==> src/rtl/cpu_init_sequencer.sv <==
// -----------------------------------------------------------------------------
// cpu_init_sequencer
//
// Boot controller for the pipelined CPU core. A go pulse walks the BTB, BHT
// and register-file init ports one entry per cycle (register values come from
// an external init ROM with one cycle of read latency), then releases the
// core via start_switch. While the core runs, a rising edge on EN_NPU launches
// one NPU job with a start/done handshake.
//
// Ports:
//   clk, rst        rising-edge clock; asynchronous active-low reset
//   go              single-cycle request to (re)start initialisation
//   reg_rom_addr    init ROM read address
//   reg_rom_data    init ROM data, valid one cycle after reg_rom_addr
//   btb_*           BTB init address / data / write strobe
//   bht_*           BHT init address / data / write strobe
//   reg_*           register-file init address / data / write strobe
//   init_mode       high while any table is being written (core rst_switch)
//   start_switch    core run enable
//   EN_NPU          NPU request level from the core
//   npu_start       one-cycle NPU launch pulse
//   npu_done        NPU completion pulse
//   busy            high in every state except IDLE and RUN
//   npu_count       completed NPU jobs since last go, saturating at 255
// -----------------------------------------------------------------------------
module cpu_init_sequencer #(
   parameter int          BTB_DEPTH = 256,
   parameter int          BHT_DEPTH = 256,
   parameter logic [39:0] BTB_RESET = 40'h0,
   parameter logic [1:0]  BHT_RESET = 2'b01,
   parameter int          REG_COUNT = 32
) (
   input  logic        clk,
   input  logic        rst,
   input  logic        go,
   output logic [4:0]  reg_rom_addr,
   input  logic [31:0] reg_rom_data,
   output logic [7:0]  btb_addr,
   output logic [39:0] btb_init,
   output logic        btb_we,
   output logic [7:0]  bht_addr,
   output logic [1:0]  bht_init,
   output logic        bht_we,
   output logic [4:0]  reg_addr,
   output logic [31:0] reg_init,
   output logic        reg_we,
   output logic        init_mode,
   output logic        start_switch,
   input  logic        EN_NPU,
   output logic        npu_start,
   input  logic        npu_done,
   output logic        busy,
   output logic [7:0]  npu_count
);

   typedef enum logic [2:0] {
      S_IDLE,
      S_BTB,
      S_BHT,
      S_REG,
      S_REG_DRAIN,
      S_RUN,
      S_NPU_WAIT
   } state_t;

   localparam logic [7:0] BTB_LAST = 8'(BTB_DEPTH - 1);
   localparam logic [7:0] BHT_LAST = 8'(BHT_DEPTH - 1);
   localparam logic [7:0] REG_LAST = 8'(REG_COUNT - 1);

   state_t     state, state_n;
   logic [7:0] idx, idx_n;          // shared entry counter for all three tables
   logic [7:0] npu_cnt, npu_cnt_n;
   logic       start_q, start_n;    // high during the first NPU_WAIT cycle
   logic       en_npu_q;
   logic       npu_edge;

   assign npu_edge = EN_NPU & ~en_npu_q;

   // NOTE: sequential state uses non-blocking assignments so every register
   // samples pre-edge values, independent of statement order.
   always_ff @(posedge clk or negedge rst) begin
      if (!rst) begin
         state    <= S_IDLE;
         idx      <= '0;
         npu_cnt  <= '0;
         start_q  <= 1'b0;
         en_npu_q <= 1'b0;
      end else begin
         state    <= state_n;
         idx      <= idx_n;
         npu_cnt  <= npu_cnt_n;
         start_q  <= start_n;
         en_npu_q <= EN_NPU;
      end
   end

   // NOTE: every signal gets a default before the case so no path leaves a
   // value unassigned, which would otherwise infer a latch.
   always_comb begin
      state_n   = state;
      idx_n     = idx;
      npu_cnt_n = npu_cnt;
      start_n   = 1'b0;
      unique case (state)
         S_IDLE: begin
            if (go) begin
               state_n   = S_BTB;
               idx_n     = '0;
               npu_cnt_n = '0;
            end
         end
         S_BTB: begin
            if (idx == BTB_LAST) begin
               state_n = S_BHT;
               idx_n   = '0;
            end else begin
               idx_n = idx + 8'd1;
            end
         end
         S_BHT: begin
            if (idx == BHT_LAST) begin
               // ROM address 0 goes out in this cycle, so the REG phase starts
               // issuing address 1 while writing entry 0.
               state_n = (REG_COUNT == 1) ? S_REG_DRAIN : S_REG;
               idx_n   = 8'd1;
            end else begin
               idx_n = idx + 8'd1;
            end
         end
         S_REG: begin
            idx_n = idx + 8'd1;
            if (idx == REG_LAST) state_n = S_REG_DRAIN;
         end
         S_REG_DRAIN: begin
            state_n = S_RUN;
            idx_n   = '0;
         end
         S_RUN: begin
            // go has priority; a coincident NPU edge is dropped.
            if (go) begin
               state_n   = S_BTB;
               idx_n     = '0;
               npu_cnt_n = '0;
            end else if (npu_edge) begin
               state_n = S_NPU_WAIT;
               start_n = 1'b1;
            end
         end
         S_NPU_WAIT: begin
            // done is only honoured once the launch pulse has gone out.
            if (npu_done && !start_q) begin
               state_n = S_RUN;
               if (npu_cnt != 8'hFF) npu_cnt_n = npu_cnt + 8'd1;
            end
         end
         default: state_n = S_IDLE;
      endcase
   end

   // Output decode: addresses and data are forced to zero outside their phase.
   always_comb begin
      reg_rom_addr = '0;
      btb_addr     = '0;
      btb_init     = '0;
      btb_we       = 1'b0;
      bht_addr     = '0;
      bht_init     = '0;
      bht_we       = 1'b0;
      reg_addr     = '0;
      reg_init     = '0;
      reg_we       = 1'b0;
      init_mode    = 1'b0;
      start_switch = 1'b0;
      busy         = 1'b0;
      unique case (state)
         S_BTB: begin
            btb_addr  = idx;
            btb_init  = BTB_RESET;
            btb_we    = 1'b1;
            init_mode = 1'b1;
            busy      = 1'b1;
         end
         S_BHT: begin
            bht_addr  = idx;
            bht_init  = BHT_RESET;
            bht_we    = 1'b1;
            init_mode = 1'b1;
            busy      = 1'b1;
         end
         S_REG: begin
            reg_rom_addr = idx[4:0];
            reg_addr     = idx[4:0] - 5'd1;
            reg_init     = reg_rom_data;
            reg_we       = 1'b1;
            init_mode    = 1'b1;
            busy         = 1'b1;
         end
         S_REG_DRAIN: begin
            reg_addr  = idx[4:0] - 5'd1;
            reg_init  = reg_rom_data;
            reg_we    = 1'b1;
            init_mode = 1'b1;
            busy      = 1'b1;
         end
         S_RUN: begin
            start_switch = 1'b1;
         end
         S_NPU_WAIT: begin
            start_switch = 1'b1;
            busy         = 1'b1;
         end
         default: ;
      endcase
   end

   assign npu_start = start_q;
   assign npu_count = npu_cnt;

endmodule

==> config.mk <==
export PLATFORM = sky130hd
export DESIGN_NAME = cpu_init_sequencer
export DESIGN_NICKNAME = d
export VERILOG_FILES = /design/src/rtl/cpu_init_sequencer.sv
export SDC_FILE = /design/constraint.sdc
export NUM_CORES = 1
export LEC_CHECK = 0
export ABC_AREA = 1
export CAP_MARGIN = 15
export CORE_ASPECT_RATIO = 1.2
export CORE_MARGIN = 2
export CORE_UTILIZATION = 38
export CTS_CLUSTER_DIAMETER = 40
export DETAILED_ROUTE_END_ITERATION = 6
export PLACE_DENSITY_LB_ADDON = 0.1
export SLEW_MARGIN = 10
export SYNTH_ARGS = -nofsm -noshare
export SYNTH_HDL_FRONTEND = slang
export SYNTH_SLANG_ARGS = --single-unit
==> constraint.sdc <==
create_clock -name clk -period 2.6 [get_ports clk]
set_input_delay 0.26 -clock clk [delete_from_list [all_inputs] [get_ports clk]]
set_output_delay 0.26 -clock clk [all_outputs]
set_load 0.01 [all_outputs]
==> results of run 1 <==
-- how the worst max path moves through the flow --
stage	to	startpoint	cells after the start	slack (ps)
detailed placement	busy	state[1]	6	380
global placement	busy	state[1]	6	470
global route	reg_addr[2]	idx[0]	5	10
finish	reg_addr[3]	state[0]	8	120
floorplan	reg_addr[0]	state[2]	7	1000
CTS	busy	state[1]	6	90
-- worst reg2reg max path, cell delays in order (launching register included) --
cell and delay (ps):
dfrtp_1 390, buf_4 190, inv_1 140, o21ai_0 120
nand3_2 150, nand2_1 70, nor2_1 470, inv_1 230
nand2_1 110, nand2_1 60
-- flip-flops by register name, summed over array words and instances (netlist names) --
register / flops
npu_start: 1
state: 3
npu_count: 8
en_npu_q: 1
idx: 8
-- cells in the mapped netlist, drive strengths merged --
cell	instances	share of area, %
buf	50	18
nand3	18	5.0
xor2	2	0.82
nand2	80	15
clkinv	1	0.18
xnor2	1	0.41
nand4	9	2.6
o31ai	1	0.35
or2	1	0.29
o21ai	8	1.9
ha	3	1.8
nor4	1	0.29
a21oi	4	1.1
o22ai	1	0.29
a31oi	2	0.58
conb	1	0.18
o2111ai	1	0.41
nor3	6	1.4
nor3b	1	0.35
inv	61	11
nor2	83	15
dfrtp	21	25
-- layout by cell type, fill, tap and decap left out, types with 6 or more instances in the layout --
cell type        netlist  layout
inv_1                 60      60
nand2_1               77      77
conb_1                 1      41
nand3_1               16      16
clkdlybuf4s50_1        0     110
dfrtp_1               21      20
nor2_1                82      82
nand4_1                9       9
nor3_1                 6       6
o21ai_0                8       8
-- area by class of cell --
cell class / instances / area [sq um] / area share [%]
clock inverters: 1 / 7.507 / 0.2356
flip-flops and latches: 21 / 526.8 / 16.53
inverters: 62 / 232.7 / 7.303
repair buffers: 114 / 1144 / 35.89
clock buffers: 3 / 41.29 / 1.296
well taps: 62 / 77.57 / 2.434
multi-input cells: 263 / 1157 / 36.32
-- power by group through the flow --
stage / combinational [uW] / clock (uW) / sequential (uW)
floorplan: 1060 / 0 / 430
global placement: 1730 / 0 / 454
finish: 1730 / 227 / 453
CTS: 1740 / 240 / 451
global route: 1920 / 248 / 464
detailed placement: 1740 / 0 / 459
-- layer usage --
metal / share of wire [%] / vias up / track usage (%) / wire length (um)
met2: 50 / 101 / 33.47 / 3032
met3: 7.7 / 6 / 2.907 / 462
li1: - / 1207 / - / -
met4: 1.3 / 0 / 5.556 / 79
met5: 0 / - / 0 / 0
met1: 40 / 1053 / 21.19 / 2432
-- stage by stage --
stage | instances | setup WS [ps]
3_5_place_dp | 522 | 383.5
3_3_place_gp | 522 | 468.0
6_report | 526 | 121.9
4_1_cts | 526 | 92.26
2_1_floorplan | 396 | 996.6
5_1_grt | 526 | 13.57
-- kinds of logic after synthesis --
logic type      count (synthesis)  synth area share (%)
buf+inv                       112                 28.40
xor+xnor                        3                 1.228
fa+ha+maj                       3                 1.754
compound gates                 17                 4.617
other cells                     1                0.1752
flops                          21                 24.55
simple gates                  199                 39.28
==> key figures, run 1 <==
Setup path
  – Buf/Inv on CP: 4
  – FF-to-FF End: npu_count[7]
  – Kind of critical path: reg2out
  – CP max FO: 39
  – R2r setup slk: 580 ps
  – Slowest-stage cell, CP: clkdlybuf4s50_1
  – Critical-path cell list: inv_1, nor2_1, nand2_2, inv_2, a21oi_2, buf_12, nor3_1, clkdlybuf4s50_1
  – Worst path max stage delay: 570 ps
  – R2R Path Start: state[2]
  – Crit start category: register
  – Worst r2r path cells: 9
  – Req. time, crit path: roughly 2300 ps
  – Worst path arrival time: about 2200 ps
  – CP endpoint kind: output port
  – CP delay by family, top: buffers and inverters

STA
  – Final setup fails: 0
  – Post-Route Setup TNS: 0 ps
  – FMAX: 0.4035 GHz
  – Endpoints failing hold: 0
  – Slew @ Worst Pin: 607.1 ps
  – Clock Skew: 4.635 ps
  – Slew Viols, Final: 0
  – RSZ-0062 raised after global routing: false
  – Slew HR: 59.38%
  – Final worst path period share: 95.31%
  – Final min period: 2478 ps
  – Hold Slack: about 330 ps

Finish
  – Area Growth Syn to Fin: 48.86%
  – Share of cells above drive strength 1: 3.879%
  – Post-Route Utilization: 59.34%
  – Fillcell total: between 500 and 600
  – N_diodes: 0
  – Final instance area: 3187 sq um
  – NumNets Final: 505

Detailed routing
  – Drt first pass iters: 4
  – Drt drc: 0
  – Wire per inst: 11.42 um
  – DRT Wirelength: approximately 6000 um
  – Initial DRC Count: 102
  – Vias per cell: 4.500
  – Vias post-DR: 2367
  – ANT nets after route: 0

Synth
  – Synth Instances: 356
  – Yosys cell types: 31
  – Yosys reg bits: 21
  – Synth Warn #: 0
  – Post-Syn Area: 2141 sq um
  – Sequential element share of the synthesized area: between 20% and 30%
  – Avg Cell Area, Syn: roughly 6.0 sq um

Power
  – P per Cell Area: 757.7 nW/um^2
  – Sw frac: 47.95%
  – Clock Power Share: approximately a tenth
  – Int Pwr: 1257 uW
  – Net Sw Power: between 1000 and 1500 uW
  – Static Leak: roughly 0.0016 uW
  – Combinational share of power: 71.8%
  – Total power: 2415 uW
  – Flop pwr share: 18.7%
  – VDD IR max: ~0.0003 V

Flow run
  – Max_cap viols: 0

Global routing
  – Vias in the first global route: 2089
  – Initial antenna violation count: 0
  – Largest net degree at the start of global routing: 40
  – Gr usage total: between 10% and 20%
  – First-pass GRT wire length: slightly above 9000 um
  – Global route total overflow: 0

Clock network
  – Skew-Pair Late Insertion Delay: 270 ps
  – CTS buffer count: 3
  – CTS root buf: clkbuf_8
  – Setup bufs post-CTS: 0
  – CTS tree: built
  – Clock transition at path regs: 80 ps
  – Post-cts sizing count: 0
  – Hold-fix buffers at CTS: 0
  – Htree depth: 1
  – CTS max path bufs: 2
  – CTS sink cnt: 21

Status
  – Status: completed

Floorplanning
  – Die extent in y: 86.22 um
  – FP Rows: 29
  – Starting Density: between 30 and 40%
  – Boundary Pins: 152
  – CORE AREA: 5370 sq um
  – Die area: 6253 sq um
  – Die width: 72.52 um

Placement
  – Post-DP Area: 3137 sq um
  – Routability Congestion: 0.9386
  – Post-DP HPWL: 4840 um
  – Number of port buffers: 110

Worst hold path
  – Min-delay worst type: in2async
(Power assumes the default switching activity.)
==> inputs of run 2 (changes only) <==
- REMOVE_ABC_BUFFERS: not set -> 1
==> run 2 against run 1 <==
  * Global-route usage increased by 1.4 points
  * Wire length decreased by 0.58%
  * Sequential power about the same
  * Power increased by 0.91%
  * Combinational power about the same
  * Flip-flop and latch count unchanged
  * Largest power group unchanged
  * First-iteration DRC count decreased by 20%
  * Die area unchanged
  * Utilization increased by 0.14 points
==> key figures, run 2 (synthesized netlist as in run 1, its figures left out) <==
Floorplanning
  – Die area: 6253 sq um
  – Die width: 72.52 um
  – Starting Density: between 30% and 40%
  – Die extent in y: between 80 and 90 um
  – Boundary Pins: 152
  – FP Rows: 29
  – CORE AREA: 5370 sq um

Status
  – Status: completed

Clock network
  – Setup bufs post-CTS: 0
  – CTS buffer count: 3
  – Skew-Pair Late Insertion Delay: 260 ps
  – CTS tree: built
  – Clock transition at path regs: 80 ps
  – CTS root buf: clkbuf_8
  – CTS sink cnt: 21
  – Htree depth: 1
  – CTS max path bufs: 2

Setup path
  – R2r setup slk: 740 ps
  – Critical-path cell list: clkinvlp_4, ha_1, or2_2, a21oi_1, clkdlybuf4s50_1
  – CP endpoint kind: output port
  – CP max FO: 8
  – Crit start category: register
  – Worst r2r path cells: 8
  – CP delay by family, top: buffers and inverters
  – Req. time, crit path: 2340 ps
  – Worst path arrival time: between 2000 and 2500 ps
  – Kind of critical path: reg2out
  – Buf/Inv on CP: 2
  – Worst path max stage delay: 560 ps
  – R2R Path Start: idx[0]
  – FF-to-FF End: state[1]
  – Slowest-stage cell, CP: clkdlybuf4s50_1

Power
  – VDD IR max: 0.0007412 V
  – Static Leak: 0.001609 uW
  – P per Cell Area: 762.8 nW/um^2
  – Total power: 2437 uW

Detailed routing
  – Vias post-DR: 2364
  – Drt drc: 0
  – Wire per inst: approximately 11 um
  – Drt first pass iters: 4
  – DRT Wirelength: 5971 um
  – Initial DRC Count: 82
  – Vias per cell: 4.486
  – ANT nets after route: 0

STA
  – FMAX: 0.4042 GHz
  – Final worst path period share: 95.15%
  – Clock Skew: 1.557 ps
  – Slew Viols, Final: 0
  – Final WS setup: 126.1 ps
  – Hold Slack: 342.8 ps
  – Endpoints failing hold: 0
  – RSZ-0062 raised after global routing: false
  – Final setup fails: 0
  – Final min period: about 2500 ps
  – Post-Route Setup TNS: 0 ps

Placement
  – Number of port buffers: 110
  – Post-DP HPWL: ~4900 um
  – Dpl ws: slightly below 400 ps
  – Routability Congestion: 0.8142

Finish
  – N_diodes: 0
  – Fillcell total: around 520
  – Most common cell after layout, fill and taps aside: clkdlybuf4s50_1
  – Most frequent cells in the layout: 110 x clkdlybuf4s50_1, 82 x nor2_1, 77 x nand2_1
  – Area Growth Syn to Fin: 49.21%
  – Share of cells above drive strength 1: 4.086%
  – Register area: roughly 530 sq um
  – Multi-input gate area: 1157 sq um
  – NumNets Final: between 500 and 600

Global routing
  – Gr usage total: 19.60%
  – Global route total overflow: 0
  – Largest net degree at the start of global routing: 40
  – Vias in the first global route: 2167
  – First-pass GRT wire length: roughly 10000 um
  – Initial antenna violation count: 0

Worst hold path
  – Min-delay worst type: in2async

Flow run
  – Max_cap viols: 0
run 2: cell types whose count changed in the layout (fill, tap and decap cells not counted):
cell      before  now
clkinv_1       1    0
clkbuf_1       0    1
buf_4          3    4
run 2: final cells by class:
| class | count | area share [%] |
|---|---|---|
| multi-input cells | 263 | 36.23 |
| repair buffers | 115 | 36.04 |
| flip-flops and latches | 21 | 16.49 |
| inverters | 62 | 7.403 |
| well taps | 62 | 2.429 |
| clock buffers | 4 | 1.410 |
run 2: metal layers:
layer / vias up / GRT usage, % / part of all wire, %
met5: - / 0 / 0
met2: 93 / 36.94 / 53
met3: 11 / 3.023 / 6.2
li1: 1211 / - / -
met1: 1049 / 22.37 / 39
met4: 0 / 5.724 / 1.9
run 2: per-stage QoR:
stage,cell area [sq um],utilization (%),cells
after global routing,3194,59.48,527
final,3194,59.48,527
after CTS,3189,59.39,527
after detailed placement,3144,58.55,523
after global placement,3144,58.55,523
after floorplan,1916,-,346
run 2: worst max path at each step:
stage	cells after the start	slack [ps]	end	start
after detailed placement	5	390	reg_addr[2]	idx[0]
after floorplan	5	380	init_mode	state[2]
after global routing	5	4	reg_addr[2]	idx[0]
after CTS	5	90	reg_addr[2]	idx[0]
final	5	130	reg_addr[2]	idx[0]
after global placement	5	440	reg_addr[2]	idx[0]
run 2: power by group:
group / switching (uW) / leakage [uW] / internal [uW] / total (uW)
sequential: 75.7 / 0.000282 / 380 / 456
clock: 112 / 0.0000228 / 109 / 222
combinational: 975 / 0.00130 / 784 / 1760
total: 1160 / 0.00161 / 1270 / 2440
run 2: what timing repair did:
action | CTS | global route
endpoints found under the setup margin | 0 | 3
gates resized for setup | 0 | 2
endpoints found under the hold margin | 0 | 0
hold buffers | 0 | 0
==> inputs of run 3 (changes only) <==
- CAP_MARGIN: 15 -> 20
==> results of run 3 <==
No change in the layout: final DEF, timing and power equal those of run 2.
